$ cat config.mk
export PLATFORM = sky130hd
export DESIGN_NAME = two_bit_adder
export DESIGN_NICKNAME = d
export VERILOG_FILES = /design/src/rtl/two_bit_adder.sv
export SDC_FILE = /design/constraint.sdc
export NUM_CORES = 1
export LEC_CHECK = 0
export BUFFER_PORTS_ARGS = -buffer_cell sky130_fd_sc_hd__buf_2
export CAP_MARGIN = 20
export CORE_AREA = 4 4 41 43
export CTS_CLUSTER_SIZE = 40
export DETAILED_ROUTE_END_ITERATION = 7
export DIE_AREA = 0 0 45 47
export SYNTH_ARGS = -nofsm -noshare
export SYNTH_HDL_FRONTEND = slang
export SYNTH_HIERARCHICAL = 1
export SYNTH_SLANG_ARGS = --single-unit
$ cat constraint.sdc
create_clock -name clk -period 0.8 [get_ports clk]
set_clock_uncertainty 0.15 [all_clocks]
set_input_delay 0.08 -clock clk [delete_from_list [all_inputs] [get_ports clk]]
set_output_delay 0.08 -clock clk [all_outputs]
set_load 0.01 [all_outputs]
$ cat src/rtl/two_bit_adder.sv
// Registered ripple-carry adder with carry-in: {carry,sum} = a + b + cin, one cycle latency.
// Results only load on in_valid cycles, so idle-cycle inputs (even X/Z) never reach the outputs.

module two_bit_adder_fa (
  input  logic a,
  input  logic b,
  input  logic cin,
  output logic s,
  output logic cout
);

  assign s    = a ^ b ^ cin;
  assign cout = (a & b) | (cin & (a ^ b));

endmodule

module two_bit_adder #(
  parameter int WIDTH = 2
) (
  input  logic             clk,
  input  logic             rst_n,
  input  logic             in_valid,
  input  logic [WIDTH-1:0] a,
  input  logic [WIDTH-1:0] b,
  input  logic             cin,
  output logic [WIDTH-1:0] sum,
  output logic             carry,
  output logic             out_valid
);

  logic [WIDTH:0]   c;
  logic [WIDTH-1:0] s;

  assign c[0] = cin;

  for (genvar i = 0; i < WIDTH; i++) begin : g_ripple
    two_bit_adder_fa u_fa (
      .a    (a[i]),
      .b    (b[i]),
      .cin  (c[i]),
      .s    (s[i]),
      .cout (c[i+1])
    );
  end

  // sum/carry hold across idle cycles; out_valid marks only the cycle after an in_valid edge
  always_ff @(posedge clk or negedge rst_n) begin
    if (!rst_n) begin
      sum       <= '0;
      carry     <= 1'b0;
      out_valid <= 1'b0;
    end else begin
      out_valid <= in_valid;
      if (in_valid) begin
        sum   <= s;
        carry <= c[WIDTH];
      end
    end
  end

endmodule

# Word-level counts from Yosys, hierarchy flattened
# Cells that the tools add are included.
[op_classes]
bitwise = 10
[op_table]
columns = ["op", "count"]
rows = [
  ["1-bit AND", 4],
  ["1-bit XOR", 4],
  ["1-bit OR", 2],
]
[word_totals]
regBits = 4
inputBits = 8
output_inout_bits = 4
wordCells = 13

# Logic depth before layout (Yosys ltp)
# Gate-level depths: netlist of the first run.
[depth]
depth_word = 5
mapped_depth = 3
depth_no_buf = 3

# Modules after synthesis
# Netlist of the first run, hierarchy kept.
[modules_own_cells]
columns = ["module", "instances", "cells_each", "area_each_um2", "seq_area_each_um2"]
rows = [
  ["two_bit_adder", 1, 7, 133.9, 100.1],
  ["two_bit_adder_fa", 2, 1, 20.0, 0.0],
]

# Least setup slack after synthesis of the first run
# OpenSTA, ideal clock, no wires.
[synth_path]
path_type = "input port to flip-flop"
start = "input a[0]"
end = "register sum[1]"
setup_ns = 0.125
arrival_time_ns = 1.172
required_time_ns = 0.525
slack_ns = -0.647
cell_stages = 3
path_buffers = 0
cell_sequence = "fa_1 fa_1 mux2_2"
[synth_between]
elab_chain_len = 4
word_cells_on_any_way = 5
classes_between = "5 x bitwise"
[synth_rtl]
columns = ["element", "line", "text"]
rows = [
  ["from (decl)", "23", "input logic [WIDTH-1:0] a,"],
  ["1-bit XOR", "13", "assign cout = (a & b) | (cin & (a ^ b));"],
  ["1-bit AND", "13", ""],
  ["1-bit OR (*)", "13", ""],
  ["1-bit XOR (*)", "12", "assign s = a ^ b ^ cin;"],
  ["net s[1]", "32", "logic [WIDTH-1:0] s;"],
  ["to (signal assigned)", "55", "sum <= s;"],
  ["to (decl)", "26", "output logic [WIDTH-1:0] sum,"],
]
# The timed path passes the listed nets; every way through them passes the cells marked *.
# A chain may end at the register's enable or synchronous reset.

# Worst setup path after layout of the first run
[layout_path]
start = "input cin"
end = "register sum[1]"
[layout_between]
elab_chain_len = 3
[layout_rtl]
columns = ["element", "line", "text"]
rows = [
  ["from (decl)", "25", "input logic cin,"],
  ["1-bit AND", "13", ""],
  ["1-bit OR", "13", ""],
  ["net c[1]", "31", "logic [WIDTH:0] c;"],
  ["1-bit XOR", "12", ""],
  ["net s[1]", "32", ""],
]
# The timed path passes the listed nets, and every way through them passes these cells.

==> impl_metrics.csv, run 1 <==
group,metric,value,unit
synth,postSynthNetCount,19,
timing,finalCritPeriodShare,158.8,%
detailed_routing,wl_per_cell,11.56,um
clock_network,clkSinkCount,4,
outcome,violations,"hold timing, setup timing",
floorplanning,die_h,47,um
synth,synth_top_cell_area_share,57.55,%
layout,layout.cells.most_common,"buf_2",
worst_setup_path,cells_along_the_critical_path,"buf_6 > fa_2 > fa_2 > mux2_4",
clock_network,cts_root_buffer,"clkbuf_4",
placed_design,place.detailed.hpwl,374.6,um
min_path,hold-path-cell-count,1,
power,power.switching,0.1533,mW
placed_design,numPortBuffers,11,
min_path,hold_class,"input port to flip-flop",
detailed_routing,number_of_drc_violations_after_detailed_routing_iteration_0,2,
timing,final_critical_path_setup_slack,-470.1,ps
timing,final.min_clock_period,1270,ps
floorplanning,placement_rows,13,
timing,achievable_freq,0.7874,GHz
synth,netlist_top_cells_area,"dfrtp_1 58%, fa_1 23%, mux2_2 19%",
detailed_routing,dr_total_vias,137,
clock_network,cts_max_level,1,
detailed_routing,drt_pass1_iterations,2,
synth,synth_area_leader_cell,"dfrtp_1",
timing,setup_viol,7,
floorplanning,start_util,13.37,%
layout,layoutNonFillerInstCount,39,
timing,slew-limit-headroom,92.08,%
floorplanning,floorplan.die.width,45,um
worst_setup_path,path_depth,4,
clock_network,ctsLongestPathBuffers,2,
synth,register_area_share_after_synthesis,57.55,%
global_route,grt.overflow.total,0,
timing,fin_setup_tns,-1626,ps
worst_setup_path,crit_type,"input port to flip-flop",
worst_setup_path,crit_family,"adder cells",
clock_network,cts_hold_buf,1,
timing,rsz_0062_raised_after_global_routing,"true",
detailed_routing,drt-vias-per-instance,3.513,
placed_design,gpl.final_weighted_congestion,0.5900,
detailed_routing,remaining_drc_errors,0,
synth,ys.warnings.count,6,
worst_setup_path,startpoint_type,"input port",
outcome,status,"complete, but fails checks",
timing,slew_viol_final,0,
layout,area_growth,74.10,%
floorplanning,core_area,1301,sq um
worst_setup_path,worstPathRequired,760,ps
power,power_switching_share,23.80,%
detailed_routing,post_detailed_route_count_of_antenna_violating_nets,0,
global_route,antenna_found_initial,0,
synth,netlist_area,173.9,sq um
worst_setup_path,slowest_stage,"fa_2",
worst_setup_path,crit_top_cell,"fa_2",
clock_network,cts_setup_buffers,0,
power,share_comb_of_total_power,23.4,%
power,irDropWorstVdd,428.2,uV
layout,insertedDiodeCount,0,
power,p_clk_share,37.6,%
worst_setup_path,worst_ep_arrival_time,1230,ps
flow_run,number_of_maximum_capacitance_violations,0,
clock_network,clock_slew_at_reported_path_ffs,40,ps
global_route,first_global_vias,148,
layout,net_count_reported_at_finish,36,
floorplanning,die_outline_area,2115,sq um
clock_network,cts_inserted_buffers,3,
synth,synth_cells,9,
global_route,grt_max_degree,5,
floorplanning,ios,12,
synth,post_synth.cell_area_avg,19.32,sq um
timing,hold_slack,-105.8,ps
power,power.internal,0.4908,mW
layout,post_route_cells_drive_above_1_share,79.17,%
timing,worst_slew_pin_slew,118.8,ps
worst_setup_path,critical_path_buffer_and_inverter_count,1,
synth,synth.distinct_cells,3,
global_route,gr-usage-all-layers,6.046,%
worst_setup_path,critPathMaxFanout,1,
layout,top_library_cells_by_usage_in_the_layout_fill_and_taps_aside,"10 x buf_2, 4 x dfrtp_1, 3 x mux2_4, 3 x clkbuf_4, 2 x fa_2",
clock_network,insertion_delay,230,ps
worst_setup_path,timing.critical_path.to_type,"flip-flop",
synth,ys_ff_latch,4,
worst_setup_path,slowest_delay,400,ps
power,p_leak,0.1478,nW
detailed_routing,total_wire_length,451,um
clock_network,tritoncts,"yes",
placed_design,numPlacedInstances,35,
timing,final_hold_fails,1,
worst_setup_path,worst_r2r_path_depth,1,
power,share_of_power_burned_in_registers,39.0,%
global_route,grt_first_pass_wirelength,752,um
power,cellPowerDensity,2127,nW/um^2
[synth_stat cells]
master and instances:
dfrtp_1 4, mux2_2 3, fa_1 2
[worst paths after layout]
kind | from | to | slack (ps)
hold / removal | in_valid | out_valid | -110
hold reg to reg | sum[0] | sum[0] | 360
setup reg to reg | sum[1] | sum[1] | -120
setup / recovery | cin | sum[1] | -470
min in group asynchronous | rst_n | carry | 30
max in group asynchronous | rst_n | sum[1] | 340
[sequential cells by signal, indices dropped and copies added, names as in the netlist]
signal,flops
carry,1
out_valid,1
sum,2
[cell type report]
type / instances / area [sq um]
fillers: 152 / 998.5
flip-flops and latches: 4 / 100.1
multi-input cells: 5 / 90.09
repair buffers: 12 / 71.32
clock buffers: 3 / 22.52
well taps: 15 / 18.77
[per-stage QoR]
stage	hold WS [ps]	power (mW)	cell area, sq um	utilization (%)	worst slack (ps)
5_1_grt	-115.6	0.6901	302.8	23.27	-475.1
4_1_cts	-116.8	0.6634	302.8	23.27	-462.8
2_1_floorplan	-365.6	0.3051	178.9	-	-572.3
3_5_place_dp	-258.7	0.3778	252.7	19.42	-733.8
6_report	-105.8	0.6441	302.8	23.27	-470.1
3_3_place_gp	-260.8	0.3721	252.7	19.42	-716.9
[power groups by stage]
stage               Clock [mW]  Sequential, mW  Combinational, mW
floorplan                    0           0.267             0.0386
global placement             0           0.251              0.121
detailed placement           0           0.252              0.126
CTS                      0.259           0.251              0.153
global route             0.273           0.255              0.163
finish                   0.242           0.251              0.151
[kinds of logic (layout without fill, tap and decap cells)]
| kind of cell | after synthesis | count (layout) | share of synthesized area, % |
|---|---|---|---|
| fa+ha+maj | 2 | 2 | 23.02 |
| buf+inv | 0 | 15 | 0 |
| flops | 4 | 4 | 57.56 |
| mux | 3 | 3 | 19.42 |
[timing repair]
| action | 4_1_cts | 5_1_grt |
|---|---|---|
| endpoints found under the setup margin | 7 | 7 |
| gates resized for setup | 4 | 0 |
| hold endpoints to repair | 5 | 1 |
| pin swaps | 1 | 1 |
[per-layer routing]
layer | routed length (um) | GRT usage [%]
met5 | 0 | 0
met4 | 6 | 5.263
met3 | 75 | 5.747
met2 | 164 | 6.780
met1 | 205 | 6.497
Power figures use the tool's default switching activity.
==> run 2, diff against run 1 <==
--- a/config.mk
+++ b/config.mk
@@ -11,6 +11,8 @@
 export CTS_CLUSTER_SIZE = 40
 export DETAILED_ROUTE_END_ITERATION = 7
 export DIE_AREA = 0 0 45 47
+export MAX_ROUTING_LAYER = met4
+export PLACE_DENSITY = 0.43
 export SYNTH_ARGS = -nofsm -noshare
 export SYNTH_HDL_FRONTEND = slang
 export SYNTH_HIERARCHICAL = 1
==> impl_metrics.csv, run 2 (synthesis results as in run 1) <==
group,metric,value,unit
layout,top_register,"sum",
detailed_routing,dr_total_vias,133,
clock_network,clock_slew_at_reported_path_ffs,40,ps
power,cellPowerDensity,2141,nW/um^2
global_route,grt.overflow.total,0,
power,irDropWorstVdd,716.8,uV
detailed_routing,drt_pass1_iterations,4,
floorplanning,start_util,13.37,%
placed_design,numPlacedInstances,35,
timing,slew_viol_final,0,
floorplanning,placement_rows,13,
worst_setup_path,crit_top_cell,"fa_2",
global_route,grt_first_pass_wirelength,607,um
timing,achievable_freq,0.7976,GHz
layout,insertedDiodeCount,0,
layout,post_route_cells_drive_above_1_share,79.17,%
layout,design_area,302.8,sq um
layout,largest_register_ff_count,2,
layout,area_growth,74.10,%
timing,final.min_clock_period,1254,ps
floorplanning,ios,12,
placed_design,postPlaceCellArea,252.7,sq um
worst_setup_path,worst_r2r_path_depth,1,
worst_setup_path,worst_ep_arrival_time,1220,ps
min_path,hold-path-cell-count,1,
layout,reg_top3,"sum x2, carry x1, out_valid x1",
timing,setup_viol,7,
clock_network,clkSinkCount,4,
worst_setup_path,crit_type,"input port to flip-flop",
worst_setup_path,timing.critical_path.to_type,"flip-flop",
clock_network,cts_setup_buffers,0,
global_route,antenna_found_initial,0,
worst_setup_path,cells_along_the_critical_path,"buf_6 > fa_2 > fa_2 > mux2_4",
detailed_routing,wl_per_cell,10.15,um
worst_setup_path,reg2reg_to,"sum[1]",
min_path,hold_class,"input port to flip-flop",
clock_network,cts_max_level,1,
layout,fill_cell_count,149,
min_path,worstHoldEndpoint,"out_valid",
global_route,grt_max_degree,5,
worst_setup_path,critPathMaxFanout,1,
outcome,status,"complete, but fails checks",
floorplanning,core_area,1301,sq um
layout,layoutNonFillerInstCount,39,
worst_setup_path,startpoint_type,"input port",
outcome,violations,"hold timing, setup timing",
power,p_leak,0.1478,nW
placed_design,numPortBuffers,11,
detailed_routing,total_wire_length,396,um
timing,final_hold_fails,1,
layout,layout.area.seq,100.1,sq um
layout,layout.cells.most_common,"buf_2",
timing,finalCritPeriodShare,156.7,%
layout,net_count_reported_at_finish,36,
timing,final_critical_path_setup_slack,-453.7,ps
worst_setup_path,reg2reg_slack,-100,ps
worst_setup_path,slowest_delay,410,ps
detailed_routing,post_detailed_route_count_of_antenna_violating_nets,0,
layout,top_library_cells_by_usage_in_the_layout_fill_and_taps_aside,"10 x buf_2, 4 x dfrtp_1, 3 x mux2_4, 3 x clkbuf_4, 2 x fa_2",
detailed_routing,drt-vias-per-instance,3.410,
worst_setup_path,r2r_start,"sum[1]",
floorplanning,die_outline_area,2115,sq um
placed_design,setup_slack_placement,-727.3,ps
global_route,first_global_vias,160,
global_route,gr-usage-all-layers,4.852,%
placed_design,gpl.final_weighted_congestion,0.6169,
timing,rsz_0062_raised_after_global_routing,"true",
floorplanning,die_h,47,um
clock_network,cts_inserted_buffers,3,
layout,multi_input_gate_area,90.09,sq um
detailed_routing,number_of_drc_violations_after_detailed_routing_iteration_0,3,
clock_network,cts_root_buffer,"clkbuf_4",
clock_network,insertion_delay,230,ps
flow_run,number_of_maximum_capacitance_violations,0,
worst_setup_path,slowest_stage,"fa_2",
clock_network,cts_hold_buf,1,
min_path,min_from,"in_valid",
floorplanning,floorplan.die.width,45,um
detailed_routing,remaining_drc_errors,0,
worst_setup_path,worstPathRequired,770,ps
timing,worst_slew_pin_slew,117.2,ps
clock_network,ctsLongestPathBuffers,2,
clock_network,tritoncts,"yes",
timing,slew-limit-headroom,92.18,%
timing,hold_slack,-108.6,ps
run 2: per-stage QoR:
stage	TNS [ps]	hold slack (ps)	utilization, %	power, mW
2_1_floorplan	-1299	-365.6	-	0.3051
3_3_place_gp	-1710	-262.9	19.42	0.3726
3_5_place_dp	-1737	-259.3	19.42	0.3769
4_1_cts	-1642	-124.1	22.98	0.6589
5_1_grt	-1775	-118.7	23.27	0.7128
6_report	-1584	-108.6	23.27	0.6482
run 2: layer usage:
metal / vias to the layer above / global-route usage (%) / share of wire (%)
met1: 62 / 3.721 / 40
met2: 10 / 6.497 / 43
met4: 0 / 1.754 / 0
met5: - / - / 0
met3: 0 / 6.513 / 16
li1: 61 / - / -
run 2: area by class of cell:
class / count / area share, %
Timing Repair Buffer: 12 / 23.55
Clock buffer: 3 / 7.438
Multi-Input combinational cell: 5 / 29.75
Sequential cell: 4 / 33.06
Tap cell: 15 / 6.198
run 2: repair_timing:
action                                 in CTS  in global routing
endpoints found under the hold margin       5                  1
pin swaps                                   0                  0
gates resized for setup                     3                  1
setup endpoints to repair                   7                  7
run 2: power breakdown:
group	internal [mW]	switching, mW
registers	0.235	0.0146
clock network	0.168	0.0827
logic	0.0890	0.0594
total	0.491	0.157
run 2: worst max-delay path: cells and delay by family:
kind,cells,cell delay (ps)
adder cells (fa/ha/maj),2,780
buffers and inverters,1,90
multiplexers,1,260
run 2: how the worst max path moves through the flow:
stage / from / to / slack [ps] / cells past startpoint
finish: a[0] / sum[1] / -450 / 4
global route: a[0] / sum[1] / -460 / 4
CTS: a[0] / sum[1] / -460 / 4
detailed placement: a[0] / sum[1] / -730 / 4
global placement: a[0] / sum[1] / -710 / 4
floorplan: a[0] / sum[1] / -570 / 3
==> run 3, diff against run 2 <==
--- a/config.mk
+++ b/config.mk
@@ -12,8 +12,7 @@
 export DETAILED_ROUTE_END_ITERATION = 7
 export DIE_AREA = 0 0 45 47
 export MAX_ROUTING_LAYER = met4
-export PLACE_DENSITY = 0.43
+export PLACE_DENSITY = 0.45
 export SYNTH_ARGS = -nofsm -noshare
 export SYNTH_HDL_FRONTEND = slang
-export SYNTH_HIERARCHICAL = 1
 export SYNTH_SLANG_ARGS = --single-unit
==> impl_metrics.csv, run 3 <==
group,metric,value,unit
clock_network,clock_slew_at_reported_path_ffs,40,ps
global_route,grt_first_pass_wirelength,772,um
worst_setup_path,crit_type,"input port to flip-flop",
floorplanning,placement_rows,13,
layout,largest_register_ff_count,2,
timing,hold_slack,-118.7,ps
min_path,hold-path-cell-count,1,
worst_setup_path,timing.critical_path.to_type,"flip-flop",
power,cellPowerDensity,1935,nW/um^2
synth,synth_cells,17,
timing,slew-limit-headroom,90.83,%
min_path,min_from,"in_valid",
worst_setup_path,r2r_start,"sum[0]",
clock_network,cts_max_level,1,
detailed_routing,drt_pass1_iterations,2,
layout,top_library_cells_by_usage_in_the_layout_fill_and_taps_aside,"8 x buf_2, 4 x inv_1, 4 x dfrtp_1, 3 x clkbuf_4, 3 x buf_4",
timing,achievable_freq,0.8700,GHz
min_path,hold_class,"input port to flip-flop",
timing,rsz_0062_raised_after_global_routing,"true",
timing,final_critical_path_setup_slack,-349.4,ps
layout,area_growth,75.00,%
layout,insertedDiodeCount,0,
power,share_of_power_burned_in_registers,37.1,%
synth,synth_top_cell_area_share,51.28,%
detailed_routing,dr_total_vias,169,
floorplanning,die_outline_area,2115,sq um
worst_setup_path,reg2reg_to,"sum[0]",
global_route,antenna_found_initial,0,
detailed_routing,wl_per_cell,8.878,um
clock_network,insertion_delay,230,ps
worst_setup_path,reg2reg_slack,-90,ps
synth,synth.distinct_cells,6,
worst_setup_path,worst_r2r_path_depth,3,
clock_network,cts_root_buffer,"clkbuf_4",
power,power_switching_share,25.53,%
power,irDropWorstVdd,602.6,uV
detailed_routing,drt-vias-per-instance,3.449,
global_route,grt.overflow.total,0,
synth,netlist_area,195.2,sq um
global_route,first_global_vias,191,
power,p_leak,0.1862,nW
synth,post-synth-top-count-cell,"inv_1",
worst_setup_path,worst_ep_arrival_time,1110,ps
synth,ys_ff_latch,4,
placed_design,gpl.final_weighted_congestion,0.7198,
timing,final_hold_fails,4,
clock_network,tritoncts,"yes",
synth,ys.warnings.count,0,
clock_network,cts_hold_buf,1,
timing,finalCritPeriodShare,143.7,%
clock_network,ctsLongestPathBuffers,2,
detailed_routing,remaining_drc_errors,0,
global_route,grt_max_degree,6,
outcome,violations,"hold timing, setup timing",
floorplanning,start_util,15.00,%
clock_network,cts_inserted_buffers,3,
worst_setup_path,critPathMaxFanout,1,
synth,ys_top_cells_by_count,"7 x inv_1, 4 x dfrtp_1, 2 x fa_1, 2 x mux2i_1",
floorplanning,core_area,1301,sq um
worst_setup_path,worstPathRequired,760,ps
power,power.switching,0.1687,mW
clock_network,clkSinkCount,4,
min_path,worstHoldEndpoint,"out_valid",
floorplanning,floorplan.die.width,45,um
floorplanning,die_h,47,um
detailed_routing,number_of_drc_violations_after_detailed_routing_iteration_0,6,
layout,net_count_reported_at_finish,46,
synth,synth_enable_flop_cells,0,
synth,netlist_top_cells_area,"dfrtp_1 51%, fa_1 21%, inv_1 13%",
outcome,status,"complete, but fails checks",
timing,final.min_clock_period,1149,ps
timing,setup_viol,7,
power,share_comb_of_total_power,25.1,%
detailed_routing,total_wire_length,435,um
layout,layout.cells.most_common,"buf_2",
synth,synth_area_leader_cell,"dfrtp_1",
synth,postSynthNetCount,27,
layout,reg_top3,"sum x2, carry x1, out_valid x1",
power,power.internal,0.4922,mW
worst_setup_path,startpoint_type,"input port",
synth,register_area_share_after_synthesis,51.28,%
placed_design,numPortBuffers,11,
layout,top_register,"sum",
detailed_routing,post_detailed_route_count_of_antenna_violating_nets,0,
layout,post_route_cells_drive_above_1_share,58.82,%
flow_run,number_of_maximum_capacitance_violations,0,
timing,slew_viol_final,0,
synth,synth-async-reset-ratio,100.0,%
synth,post_synth.cell_area_avg,11.48,sq um
global_route,gr-usage-all-layers,6.240,%
power,total_power,0.6609,mW
timing,worst_slew_pin_slew,133.8,ps
synth,synth-main-ff-cell,"dfrtp_1",
power,p_clk_share,37.8,%
floorplanning,ios,12,
==> run 3: cell types whose count changed after synthesis, sizes merged <==
cell   change
mux2i      +2
inv        +7
nor2       +1
a21oi      +1
mux2       -3
==> run 3: worst max-delay path, stage by stage <==
cell and delay, ps:
buf_6 70, inv_2 30, fa_2 380, fa_1 480, mux2i_1 70
==> run 3: power by group through the flow <==
stage / sequential (mW) / combinational (mW) / clock, mW
finish: 0.245 / 0.166 / 0.250
global route: 0.249 / 0.188 / 0.284
CTS: 0.246 / 0.152 / 0.263
detailed placement: 0.249 / 0.132 / 0
global placement: 0.247 / 0.127 / 0
floorplan: 0.263 / 0.0473 / 0
==> run 3: logic make-up after synthesis <==
family / after synthesis / share of synthesized area [%]
mux: 2 / 10.26
flops: 4 / 51.28
fa+ha+maj: 2 / 20.51
compound gates: 1 / 2.562
buf+inv: 7 / 13.46
simple gates: 1 / 1.921
==> run 3: worst max path at each step <==
stage | startpoint | endpoint | cells after the start
floorplan | cin | sum[1] | 4
global placement | cin | sum[1] | 5
detailed placement | cin | sum[1] | 5
CTS | a[0] | sum[1] | 5
global route | a[0] | sum[1] | 5
finish | a[0] | sum[1] | 5
==> run 3: through the flow <==
stage / cells / worst slack (ps) / area [sq um] / utilization (%) / TNS [ps]
detailed placement: 43 / -703.3 / 279.0 / 21.44 / -1638
finish: 49 / -349.4 / 341.6 / 26.25 / -1336
global placement: 43 / -671.7 / 279.0 / 21.44 / -1579
floorplan: 17 / -492.8 / 205.2 / - / -1032
CTS: 48 / -350.7 / 327.8 / 25.19 / -1409
global route: 49 / -374.5 / 341.6 / 26.25 / -1650
==> run 3: layout make-up <==
class                      count  area, sq um
inverter                       7        33.78
timing repair buffer          14        95.09
sequential                     4        100.1
tap                           15        18.77
clock buffer                   3        22.52
fill                         154        959.7
multi-input combinational      6        71.32
==> run 3: timing repair <==
item                                    in CTS  in global routing
pin swaps                                    3                  0
hold endpoints to repair                     8                  4
endpoints found under the setup margin       7                  7
resized for setup                            3                  1
setup buffers                                1                  1
==> run 3: metal layers <==
| metal | part of all wire (%) | GRT usage [%] |
|---|---|---|
| met2 | 54 | 8.475 |
| met3 | 10 | 2.299 |
| met5 | 0 | - |
| met1 | 31 | 5.093 |
| met4 | 3.2 | 10.53 |
